==> config.mk <==
export PLATFORM = sky130hd
export DESIGN_NAME = vga_register_panel
export DESIGN_NICKNAME = d
export VERILOG_FILES = /design/src/rtl/vga_register_panel.sv
export SDC_FILE = /design/constraint.sdc
export NUM_CORES = 1
export LEC_CHECK = 0
export ABC_CLOCK_PERIOD_IN_PS = 4700
export CAP_MARGIN = 20
export CORE_AREA = 2 2 113 115
export DETAILED_ROUTE_END_ITERATION = 12
export DIE_AREA = 0 0 115 117
export GPL_ROUTABILITY_DRIVEN = 0
export PLACE_DENSITY = 0.88
export SLEW_MARGIN = 30
export SYNTH_ARGS = -nofsm -noshare
export SYNTH_HDL_FRONTEND = slang
export SYNTH_SLANG_ARGS = --single-unit
==> constraint.sdc <==
create_clock -name clk -period 4.7 [get_ports clk]
set_input_delay 0.94 -clock clk [delete_from_list [all_inputs] [get_ports clk]]
set_output_delay 0.94 -clock clk [all_outputs]
set_load 0.02 [all_outputs]
==> src/rtl/vga_register_panel.sv <==
// vga_register_panel: on-screen overlay that draws CHANNELS rows of WIDTH-bit register values
// as coloured bit cells. All channels are snapshotted at each frame start. A channel whose
// value changed at a frame start is highlighted for HOLD_FRAMES frames.
//
// Ports:
//   clk          system clock, rising edge
//   reset_n      asynchronous active-low reset
//   data_in      packed register values, channel i = data_in[i*WIDTH +: WIDTH]
//   highlight_en enables change detection at frame start
//   vga_h/vga_v  current pixel position
//   pixel_out    RGB for the position presented two cycles earlier
//   display_on   pixel_out belongs to a cell (aligned with pixel_out)
//   frame_start  one-cycle registered pulse per detected frame start
module vga_register_panel #(
   parameter int unsigned CHANNELS    = 7,
   parameter int unsigned WIDTH       = 8,
   parameter int unsigned START_H     = 50,
   parameter int unsigned START_V     = 10,
   parameter int unsigned ROW_PITCH   = 30,
   parameter int unsigned COL_PITCH   = 25,
   parameter int unsigned CELL_W      = 20,
   parameter int unsigned CELL_H      = 20,
   parameter int unsigned HOLD_FRAMES = 30,
   parameter logic [23:0] ON_COLOR    = 24'h00FF00,
   parameter logic [23:0] OFF_COLOR   = 24'h003300,
   parameter logic [23:0] HL_COLOR    = 24'hFF0000,
   parameter logic [23:0] BG_COLOR    = 24'h000000
) (
   input  logic                      clk,
   input  logic                      reset_n,
   input  logic [CHANNELS*WIDTH-1:0] data_in,
   input  logic                      highlight_en,
   input  logic [10:0]               vga_h,
   input  logic [10:0]               vga_v,
   output logic [23:0]               pixel_out,
   output logic                      display_on,
   output logic                      frame_start
);

   localparam int unsigned CNT_W = (HOLD_FRAMES > 0) ? $clog2(HOLD_FRAMES + 1) : 1;
   localparam int unsigned CH_W  = (CHANNELS > 1) ? $clog2(CHANNELS) : 1;
   localparam int unsigned BIT_W = (WIDTH > 1) ? $clog2(WIDTH) : 1;
   localparam logic [CNT_W-1:0] HOLD_LOAD = CNT_W'(HOLD_FRAMES);

   // Half-open range test in 32 bits; positions are at most 2047, so any cell reaching past
   // the 11-bit screen is clipped naturally.
   function automatic logic in_range(input logic [10:0] p, input int unsigned lo,
                                     input int unsigned len);
      int unsigned pw;
      pw = {21'd0, p};
      return (pw >= lo) && (pw < lo + len);
   endfunction

   logic [10:0]                         pos_h_q, pos_v_q;
   logic                                frame_start_q;
   logic [CHANNELS-1:0][WIDTH-1:0]      snap_q, prev_q;
   logic [CHANNELS-1:0][CNT_W-1:0]      cnt_q;
   logic                                hit1_q, hit1_d;
   logic [CH_W-1:0]                     ch1_q, ch1_d;
   logic [BIT_W-1:0]                    bit1_q, bit1_d;
   logic [23:0]                         pixel_q, pixel_d;
   logic                                disp_q;
   logic                                fs_det;
   logic [WIDTH-1:0]                    row_bits;
   logic                                row_hl;
   logic                                cell_bit;

   // A frame start is the first cycle at (0, 0); holding (0, 0) does not retrigger.
   assign fs_det = (vga_h == 11'd0) && (vga_v == 11'd0) &&
                   !((pos_h_q == 11'd0) && (pos_v_q == 11'd0));

   // Stage 1 hit decode. Rows are scanned from the highest index down so the lowest
   // overlapping channel overwrites and wins.
   always_comb begin
      hit1_d = 1'b0;
      ch1_d  = '0;
      bit1_d = '0;
      for (int i = int'(CHANNELS) - 1; i >= 0; i--) begin
         if (in_range(vga_v, START_V + i * ROW_PITCH, CELL_H)) begin
            for (int j = 0; j < int'(WIDTH); j++) begin
               if (in_range(vga_h, START_H + j * COL_PITCH, CELL_W)) begin
                  hit1_d = 1'b1;
                  ch1_d  = CH_W'(i);
                  bit1_d = BIT_W'(int'(WIDTH) - 1 - j);
               end
            end
         end
      end
   end

   // Stage 2 colour lookup against the snapshot and highlight state of this cycle.
   always_comb begin
      row_bits = '0;
      row_hl   = 1'b0;
      cell_bit = 1'b0;
      for (int i = 0; i < int'(CHANNELS); i++) begin
         if (ch1_q == CH_W'(i)) begin
            row_bits = snap_q[i];
            row_hl   = (cnt_q[i] != '0);
         end
      end
      for (int j = 0; j < int'(WIDTH); j++) begin
         if (bit1_q == BIT_W'(j)) cell_bit = row_bits[j];
      end
      if (!hit1_q)       pixel_d = BG_COLOR;
      else if (!cell_bit) pixel_d = OFF_COLOR;
      else if (row_hl)    pixel_d = HL_COLOR;
      else                pixel_d = ON_COLOR;
   end

   always_ff @(posedge clk or negedge reset_n) begin
      if (!reset_n) begin
         pos_h_q       <= 11'h7FF;
         pos_v_q       <= 11'h7FF;
         frame_start_q <= 1'b0;
         snap_q        <= '0;
         prev_q        <= '0;
         cnt_q         <= '0;
         hit1_q        <= 1'b0;
         ch1_q         <= '0;
         bit1_q        <= '0;
         pixel_q       <= '0;
         disp_q        <= 1'b0;
      end else begin
         pos_h_q       <= vga_h;
         pos_v_q       <= vga_v;
         frame_start_q <= fs_det;
         hit1_q        <= hit1_d;
         ch1_q         <= ch1_d;
         bit1_q        <= bit1_d;
         pixel_q       <= pixel_d;
         disp_q        <= hit1_q;
         if (fs_det) begin
            for (int i = 0; i < int'(CHANNELS); i++) begin
               snap_q[i] <= data_in[i*WIDTH +: WIDTH];
               prev_q[i] <= snap_q[i];
               // Compare against the outgoing snapshot; countdown continues even when
               // highlight_en is low.
               if (highlight_en && (data_in[i*WIDTH +: WIDTH] != snap_q[i])) begin
                  cnt_q[i] <= HOLD_LOAD;
               end else if (cnt_q[i] != '0) begin
                  cnt_q[i] <= cnt_q[i] - 1'b1;
               end
            end
         end
      end
   end

   assign pixel_out   = pixel_q;
   assign display_on  = disp_q;
   assign frame_start = frame_start_q;

endmodule

==> run metrics <==
run status=completed; wirelength, routed=17.06 mm; arrival time at the worst endpoint=3940 ps; Hold WS=419.3 ps; number of warnings printed during yosys synthesis=0; static leakage=0.003713 uW; number of slew-limit violations in the final report=0; initial standard-cell utilization of the core=57.04%; peak supply drop=0.0002204 V; combinational group share of total power=7.7%; Final period util=77.33%; pin count of the biggest net entering global routing=70; sequential share of the synthesized area=44.93%; post-cts resize count=0; top-area cell type share of the netlist area=36.70%; wire length per cell after detailed routing=16.57 um; total track usage=26.77%; Internal Power=2036 uW; power per cell area=302.7 nW/um^2; cell types with the largest area share after synthesis=sky130_fd_sc_hd__dfrtp_1, sky130_fd_sc_hd__nand2_1, sky130_fd_sc_hd__dfstp_2; synthesized area per cell=8.901 sq um; Reg2Reg Launch Point=pos_h_q[0]$_DFF_PN1_; number of hold-slack violations in the final timing report=0; Top FF cell, synth=sky130_fd_sc_hd__dfrtp_1; drt drc=0; count of state elements after synthesis=125; Slew headroom=42.59%; most used cells in the layout excluding fill and tap cells=sky130_fd_sc_hd__nand2_1, sky130_fd_sc_hd__dfrtp_1, sky130_fd_sc_hd__clkdlybuf4s50_1; Worst Reg-to-Reg Cells=7; count of distinct cell types in the synthesized netlist=75; clock network fraction of total power=49.9%; leftover overflow at the end of global routing=0; count of flip-flops with a built-in enable after synthesis=0; clock tree skew after final layout=9.131 ps; slew at the pin with the worst max-slew slack=861.2 ps; drt pass-1 iters=5; fraction of final layout cells sized beyond drive strength 1=8.646%; Worst setup EP type=flop; switching power as a share of total power=21.47%; share of synthesized flip-flops with an asynchronous set or reset=100.0%; number of cells on the worst hold path=0; worst hold-check path type=reg -> reg; Setup violations, final=0; number of sinks handled by clock tree synthesis=125; detail-routed via count per cell=5.893; cell chosen for the clock root=sky130_fd_sc_hd__clkbuf_16; total clock buffers created by CTS=17; port buffer count=98; CTS tree=yes; net load switching power=556.5 uW; Area growth, synth to finish=21.93%; chip height=117 um; clock transition at the registers of the reported paths=50 ps; leading cell type in the layout, fill and taps excluded=sky130_fd_sc_hd__nand2_1; number of global-route vias before repair=5763; unrepaired setup endpoints after global routing=false; netlist area before placement=7023 sq um; Ports=107; Hold Crit Start=hit1_q$_DFF_PN0_; Clock Latency Late Sink=420 ps; maximum buffer depth of the clock tree=2; worst setup path category=in -> reg; first-iteration detailed-routing DRC count=633; Sequential Power Share=42.4%; biggest fanout along the worst timing path=36; setup repair bufs after CTS=0; Layout fillers=927; highest clock rate=275.1 MHz; library cell with the largest summed area after synthesis=sky130_fd_sc_hd__dfrtp_1; Placeable Area=12310 sq um; maximum level of the CTS H-tree=4; cts hold-fix bufs=0; Min Clock Period, post-route=3634 ps; number of antenna violations at the first check in global routing=0; launching instance or port of the critical path=vga_h[5]; Cell Rows=41; nets=954; n_diodes=0; die boundary width=115 um; Final ANT Viol Nets=0; placed wire-length estimate after detailed placement=11.93 mm; die area=13460 sq um; data required time at the worst endpoint=5010 ps; max-capacitance violation count=0; first-pass GRT wire length=27.98 mm; cell count after synthesis=789; Fin Setup TNS=0 ps; vias after detailed routing=6064; type of origin of the critical path=input pin
layout make-up:
class	count	area (sq um)	share of cell area, %
Clock buffer	25	465.4	5.435
Clock inverter	7	112.6	1.315
Sequential cell	125	3156	36.85
Tap cell	150	187.7	2.192
Inverter	27	101.3	1.184
Multi-Input combinational cell	585	3472	40.55
Timing Repair Buffer	110	1069	12.48
worst paths after layout:
| check | end | slack, ps |
|---|---|---|
| worst max register to register | cnt_q[7]$_DFFE_PN0P_ | 1660 |
| worst min-delay path | display_on$_DFF_PN0_ | 420 |
| worst min register to register | display_on$_DFF_PN0_ | 420 |
| worst max-delay path | cnt_q[25]$_DFFE_PN0P_ | 1070 |
| min in group asynchronous | cnt_q[0]$_DFFE_PN0P_ | 630 |
| max in group asynchronous | snap_q[36]$_DFFE_PN0P_ | 3110 |
power groups by stage:
stage	clock network [uW]	logic (uW)	registers, uW
final	1290	199	1100
after global routing	1360	217	1100
after CTS	1310	200	1100
after detailed placement	0	198	1120
after global placement	0	196	1120
after floorplan	0	78.3	1120
worst max-delay path, cell delays in order:
cell	delay (ps)
sky130_fd_sc_hd__clkdlybuf4s50_1	630
sky130_fd_sc_hd__nor4_1	370
sky130_fd_sc_hd__nand4_1	120
sky130_fd_sc_hd__or3_4	420
sky130_fd_sc_hd__or2_4	370
sky130_fd_sc_hd__inv_2	510
sky130_fd_sc_hd__o211ai_1	310
sky130_fd_sc_hd__and2_1	230
state kept, by name, indices dropped and copies added, names as in the netlist:
| signal | flops |
|---|---|
| hit1_q | 1 |
| snap_q | 56 |
| bit1_q | 3 |
| frame_start | 1 |
| ch1_q | 3 |
| cnt_q | 35 |
| pos_h_q | 11 |
| pixel_out | 3 |
| display_on | 1 |
| pos_v_q | 11 |
layer usage:
layer / track usage, % / wire, um
met4: 12.21 / 505
met5: 0 / 0
met3: 5.561 / 1212
met2: 41.53 / 8023
met1: 36.56 / 7314
cell families after synthesis:
| group | share of synthesized area [%] |
|---|---|
| AO/OA/AOI/OAI | 13.83 |
| flip-flops | 44.93 |
| XOR/XNOR | 7.732 |
| other | 0.05340 |
| buffers and inverters | 6.004 |
| AND/OR/NAND/NOR | 23.98 |
| multiplexers | 2.084 |
| adder cells (fa/ha/maj) | 1.390 |
stage by stage:
| stage | power (uW) | instances | area, sq um | setup slack (ps) | utilization [%] |
|---|---|---|---|---|---|
| 6_report | 2592 | 1029 | 8563 | 1066 | 69.55 |
| 2_1_floorplan | 1193 | 796 | 7049 | 2023 | - |
| 3_3_place_gp | 1312 | 997 | 7985 | 756.3 | 64.86 |
| 4_1_cts | 2605 | 1029 | 8563 | 1118 | 69.55 |
| 3_5_place_dp | 1314 | 997 | 7985 | 677.8 | 64.86 |
| 5_1_grt | 2676 | 1029 | 8563 | 818.9 | 69.55 |
synthesized netlist by cell type, types with 7 or more instances:
cell type                  number
sky130_fd_sc_hd__dfstp_2       22
sky130_fd_sc_hd__clkbuf_1      25
sky130_fd_sc_hd__o21ai_0       37
sky130_fd_sc_hd__nor4_1        12
sky130_fd_sc_hd__buf_4         22
sky130_fd_sc_hd__buf_2          7
sky130_fd_sc_hd__o211ai_1       8
sky130_fd_sc_hd__ha_1           7
sky130_fd_sc_hd__dfrtp_1      103
sky130_fd_sc_hd__nand2_1      199
sky130_fd_sc_hd__xor2_1         8
sky130_fd_sc_hd__nor3_1        15
sky130_fd_sc_hd__a22o_1         7
sky130_fd_sc_hd__nor2_1        38
sky130_fd_sc_hd__nand3_1        9
sky130_fd_sc_hd__a21oi_1       18
sky130_fd_sc_hd__inv_1         26
sky130_fd_sc_hd__nand4_1       15
sky130_fd_sc_hd__xnor2_1       54
sky130_fd_sc_hd__mux2i_1        9
sky130_fd_sc_hd__nand2b_1       9
sky130_fd_sc_hd__nor2b_1       10
Power figures use the tool's default switching activity.
==> patch 1, RTL diff (same settings) <==
The parameter `CHANNELS` goes from 7 to 6.
--- a/src/rtl/vga_register_panel.sv
+++ b/src/rtl/vga_register_panel.sv
@@ -14,3 +14,3 @@
 module vga_register_panel #(
-   parameter int unsigned CHANNELS    = 7,
+   parameter int unsigned CHANNELS    = 6,
    parameter int unsigned WIDTH       = 8,
Interface: changed (resized data_in); port bits go from 107 to 99. No check against the original RTL was run, so the function may have changed too.
==> patch 1 against the unedited design <==
Via count decreased by 15%. Cell area shrank 14%. Sequential power fell by 11%. Synthesized area shrank 12%. Sequential cell count is 13 lower. Routed wire length is 12% lower. Power shrank 26%. Setup slack gained 0.17 ns.
==> patch 1: results (changes against the unedited design) <==
GRT
  – Vias in the first global route: 4969 (-14%)
  – GRT met3 Usage: 4.63% (-0.93 points)
  – Met1 Use GR: 28.9% (-7.7 points)
  – GRT Overall Usage: 23.0% (-3.7 points)

Yosys
  – Area share of xor/xnor cells in the synthesized design: 7.55% (-0.18 points)
  – Largest cells by area after synthesis: dfrtp_1, nand2_1, dfstp_2
  – Compound-gate portion of the synthesized area: 11.6% (-2.2 points)

Cells and area
  – Nonclk buf count: 98 (-11%)
  – Share of cells above drive strength 1: 8.41% (-0.23 points)
  – Regs by FF count: snap_q (48), cnt_q (30)
  – Layout clock area frac: 4.10% (-2.6 points)
  – Invs w/o clock: 26 (-3.7%)

Detailed routing
  – Vias per cell: 5.74 (-2.5%)
  – Initial drt markers: 437 (-31%)

STA
  – Clock skew: 0.00961 ns (+0.000480 ns)

Placed design
  – Setup WS pre-CTS: 0.944 ns (+0.266 ns)
  – Port Buffers: 90 (-8.2%)

Critical path
  – Beginning of the critical path: vga_v[7]
  – Reg2Reg Depth: 6 (-1)
  – CP delay by family, top: buffers and inverters

Power
  – Combinational power: 0.175 mW (-12%)
  – Switching share of power: 23.8% (+2.3 points)
  – Pleak: 3.15 nW (-15%)

Clocking
  – Clock Latency Late Sink: 0.35 ns (-0.07 ns)

Outcome
  – Outcome: finished clean
[patch 1: cell count changes after synthesis, moves of 7 or more]
cell	unedited run	this run
nand3_1	9	32
nand2_1	199	178
nor2_1	38	17
o21ai_0	37	19
dfrtp_1	103	90
o211ai_1	8	20
a21oi_1	18	8
xor2_1	8	0
clkbuf_1	25	18
[patch 1: metrics by stage]
| step | power [mW] | hold WS, ns | area (um^2) | cells | utilization [%] |
|---|---|---|---|---|---|
| after floorplan | 1.07 | 0.374 | 6180 | 689 | - |
| after global placement | 1.17 | 0.412 | 7020 | 883 | 57.0 |
| after detailed placement | 1.18 | 0.408 | 7020 | 883 | 57.0 |
| after CTS | 1.93 | 0.425 | 7320 | 899 | 59.5 |
| after global routing | 1.99 | 0.445 | 7320 | 899 | 59.5 |
| final | 1.93 | 0.417 | 7320 | 899 | 59.5 |
[patch 1: per-layer routing]
layer / routed length, um / up-vias
met2: 7630 / 175
met1: 6090 / 2503
met3: 819 / 35
li1: - / 2450
met4: 393 / 0
met5: 0 / -
==> patch 2, RTL diff (config.mk and constraints unchanged) <==
Without the edit above. Register the output `pixel_out` once more, with the module's reset; this adds one clock of latency there. The other outputs are not delayed to match. Comments in the files are not updated.
--- a/src/rtl/vga_register_panel.sv
+++ b/src/rtl/vga_register_panel.sv
@@ -148,3 +148,9 @@
 
-   assign pixel_out   = pixel_q;
+   always_ff @(posedge clk or negedge reset_n) begin
+      if (!reset_n) begin
+         pixel_out <= '0;
+      end else begin
+         pixel_out <= pixel_q;
+      end
+   end
    assign display_on  = disp_q;
Check against the original RTL: not equivalent (a bounded check fails within 4 cycles, from zero or initial values and one cycle with reset_n low).
==> patch 2 against the unedited design <==
Cell area increased by 1.0%. Routed wire length grew 4.5%. Fmax grew 3.0%. Largest power group unchanged. Combinational power decreased by 4%. Sequential cell count increased by 3. Critical path depth increased by 2. Synthesized area grew 0.71%. Register-to-register slack lost 0.03 ns. Setup slack better by 0.11 ns. Power rose by 4.1%. Critical endpoint is now snap_q[7].
==> patch 2: results (changes against the unedited design) <==
Critical path
  – CP Max Fanout: 30 (-17%)
  – CP max-delay cell: clkdlybuf4s50_1
  – R2R setup slack: 1.63 ns (-0.03 ns)
  – Reg2reg start: pos_h_q[4]
  – Reg2Reg Depth: 6 (-1)
  – CP arrival: 3.89 ns (-0.05 ns)
  – RR Endpoint: cnt_q[12]

Clocking
  – Post-CTS Repair Setup Buffers: 0 (unchanged)
  – PostCTS Resize Cnt: 0 (unchanged)
  – Clock Tree Buf Depth: 2 (unchanged)
  – Clock Latency Late Sink: 0.43 ns

Power
  – Final Power: 2.70 mW (+4.1%)
  – Pleak: 3.76 nW (+1.2%)
  – Peak supply drop: 0.224 mV (+1.8%)

Detailed routing
  – Initial drt markers: 546 (-14%)
  – Detailed-route wire length per cell: 17.7 um (+6.7%)
  – Vias per cell: 5.98 (+1.5%)
  – Post-Route WL: 17800 um (+4.5%)

Placed design
  – DP Cell Count: 976 (-2.1%)
  – Post-DP HPWL: 12300 um (+3.3%)
  – Setup WS pre-CTS: 0.737 ns (+0.0589 ns)
  – Post-DP Area: 8020 um^2 (+0.47%)

Cells and area
  – Share of cells above drive strength 1: 11.1% (+2.4 points)
  – Regs by FF count: snap_q (56), cnt_q (35)
  – Max reg flops: 56 (unchanged)
  – Fin nets: 933 (-2.2%)
  – Layout fillers: 867 (-6.5%)
  – Register area: 3230 um^2 (+2.4%)

GRT
  – Largest net degree at the start of global routing: 80 (+14%)
  – GRT Overall Usage: 28.5% (+1.7 points)
  – First-pass GRT wire length: 29300 um (+4.7%)
  – Vias in the first global route: 5785 (+0.38%)

STA
  – Slew @ Worst Pin: 1.08 ns (+0.221 ns)
  – Hold Slack: 0.355 ns (-0.0641 ns)
  – Clock skew: 0.00736 ns (-0.00177 ns)

Yosys
  – Synth top cells by count: nand2_1, dfrtp_1, xnor2_1
  – Avg Synthesized Cell Area: 9.27 um^2 (+4.1%)
  – Sequential-to-total area share from yosys stat: 45.7% (+0.74 points)
  – Largest cells by area after synthesis: dfrtp_1, nand2_1, dfstp_2
  – Netlist cell types: 71 (-5.3%)
  – Yosys warns: 0 (unchanged)

Min path
  – Hold_sp: pixel_q[22]
  – Hold worst-path end: pixel_out[22]

Outcome
  – Outcome: finished clean
==> patch 2: changes by cell type after synthesis, moves of 6 or more <==
cell / delta
a22o_1: -7
and2_1: +8
and3_1: +6
clkbuf_1: -7
nor2_1: -21
nor3_1: +6
o211ai_2: +7
o311ai_1: +6
xnor2_1: +11
xor2_1: -7
==> patch 2: worst max path at each step <==
stage,cells after the start,startpoint,slack (ns),to
2_1_floorplan,10,vga_h[1],1.68,cnt_q[5]
3_3_place_gp,10,vga_v[6],0.82,snap_q[18]
3_5_place_dp,9,vga_v[6],0.74,cnt_q[31]
4_1_cts,10,vga_v[6],1.17,snap_q[7]
5_1_grt,10,vga_h[2],1.02,snap_q[7]
6_report,10,vga_v[6],1.17,snap_q[7]
==> patch 2: kinds of logic (layout without fill, tap and decap cells) <==
kind of cell / after synthesis / in the layout / synth area share (%)
compound gates: 130 / 130 / 13.4
xor+xnor: 66 / 66 / 8.17
fa+ha+maj: 8 / 8 / 1.38
buf+inv: 83 / 170 / 6.32
flops: 128 / 128 / 45.7
mux: 11 / 11 / 2.32
other cells: 1 / 8 / 0.0530
simple gates: 336 / 336 / 22.7
==> patch 2: routing by layer <==
layer	track usage (%)	share of wire [%]
met5	0	0
met4	11.7	2.7
met3	6.23	7.8
met2	47.8	49
met1	36.2	40
==> patch 2: report_power, final <==
group	switching (mW)	internal (mW)	leakage, nW
clock network	0.468	0.914	0.306
registers	0.00402	1.12	1.67
logic	0.0984	0.0940	1.78
==> patch 2: worst max-delay path, delay by kind of cell <==
kind,cells,cell delay [ns]
buffers and inverters,4,1.57
and+or+nand+nor,6,1.36
==> patch 2: final cells by class <==
cell class | instances | share of cell area [%]
Tap cell | 150 | 2.17
Sequential cell | 128 | 37.4
Clock inverter | 5 | 1.16
Clock buffer | 26 | 6.00
Multi-Input combinational cell | 559 | 39.6
Inverter | 28 | 1.23
Timing Repair Buffer | 111 | 12.4
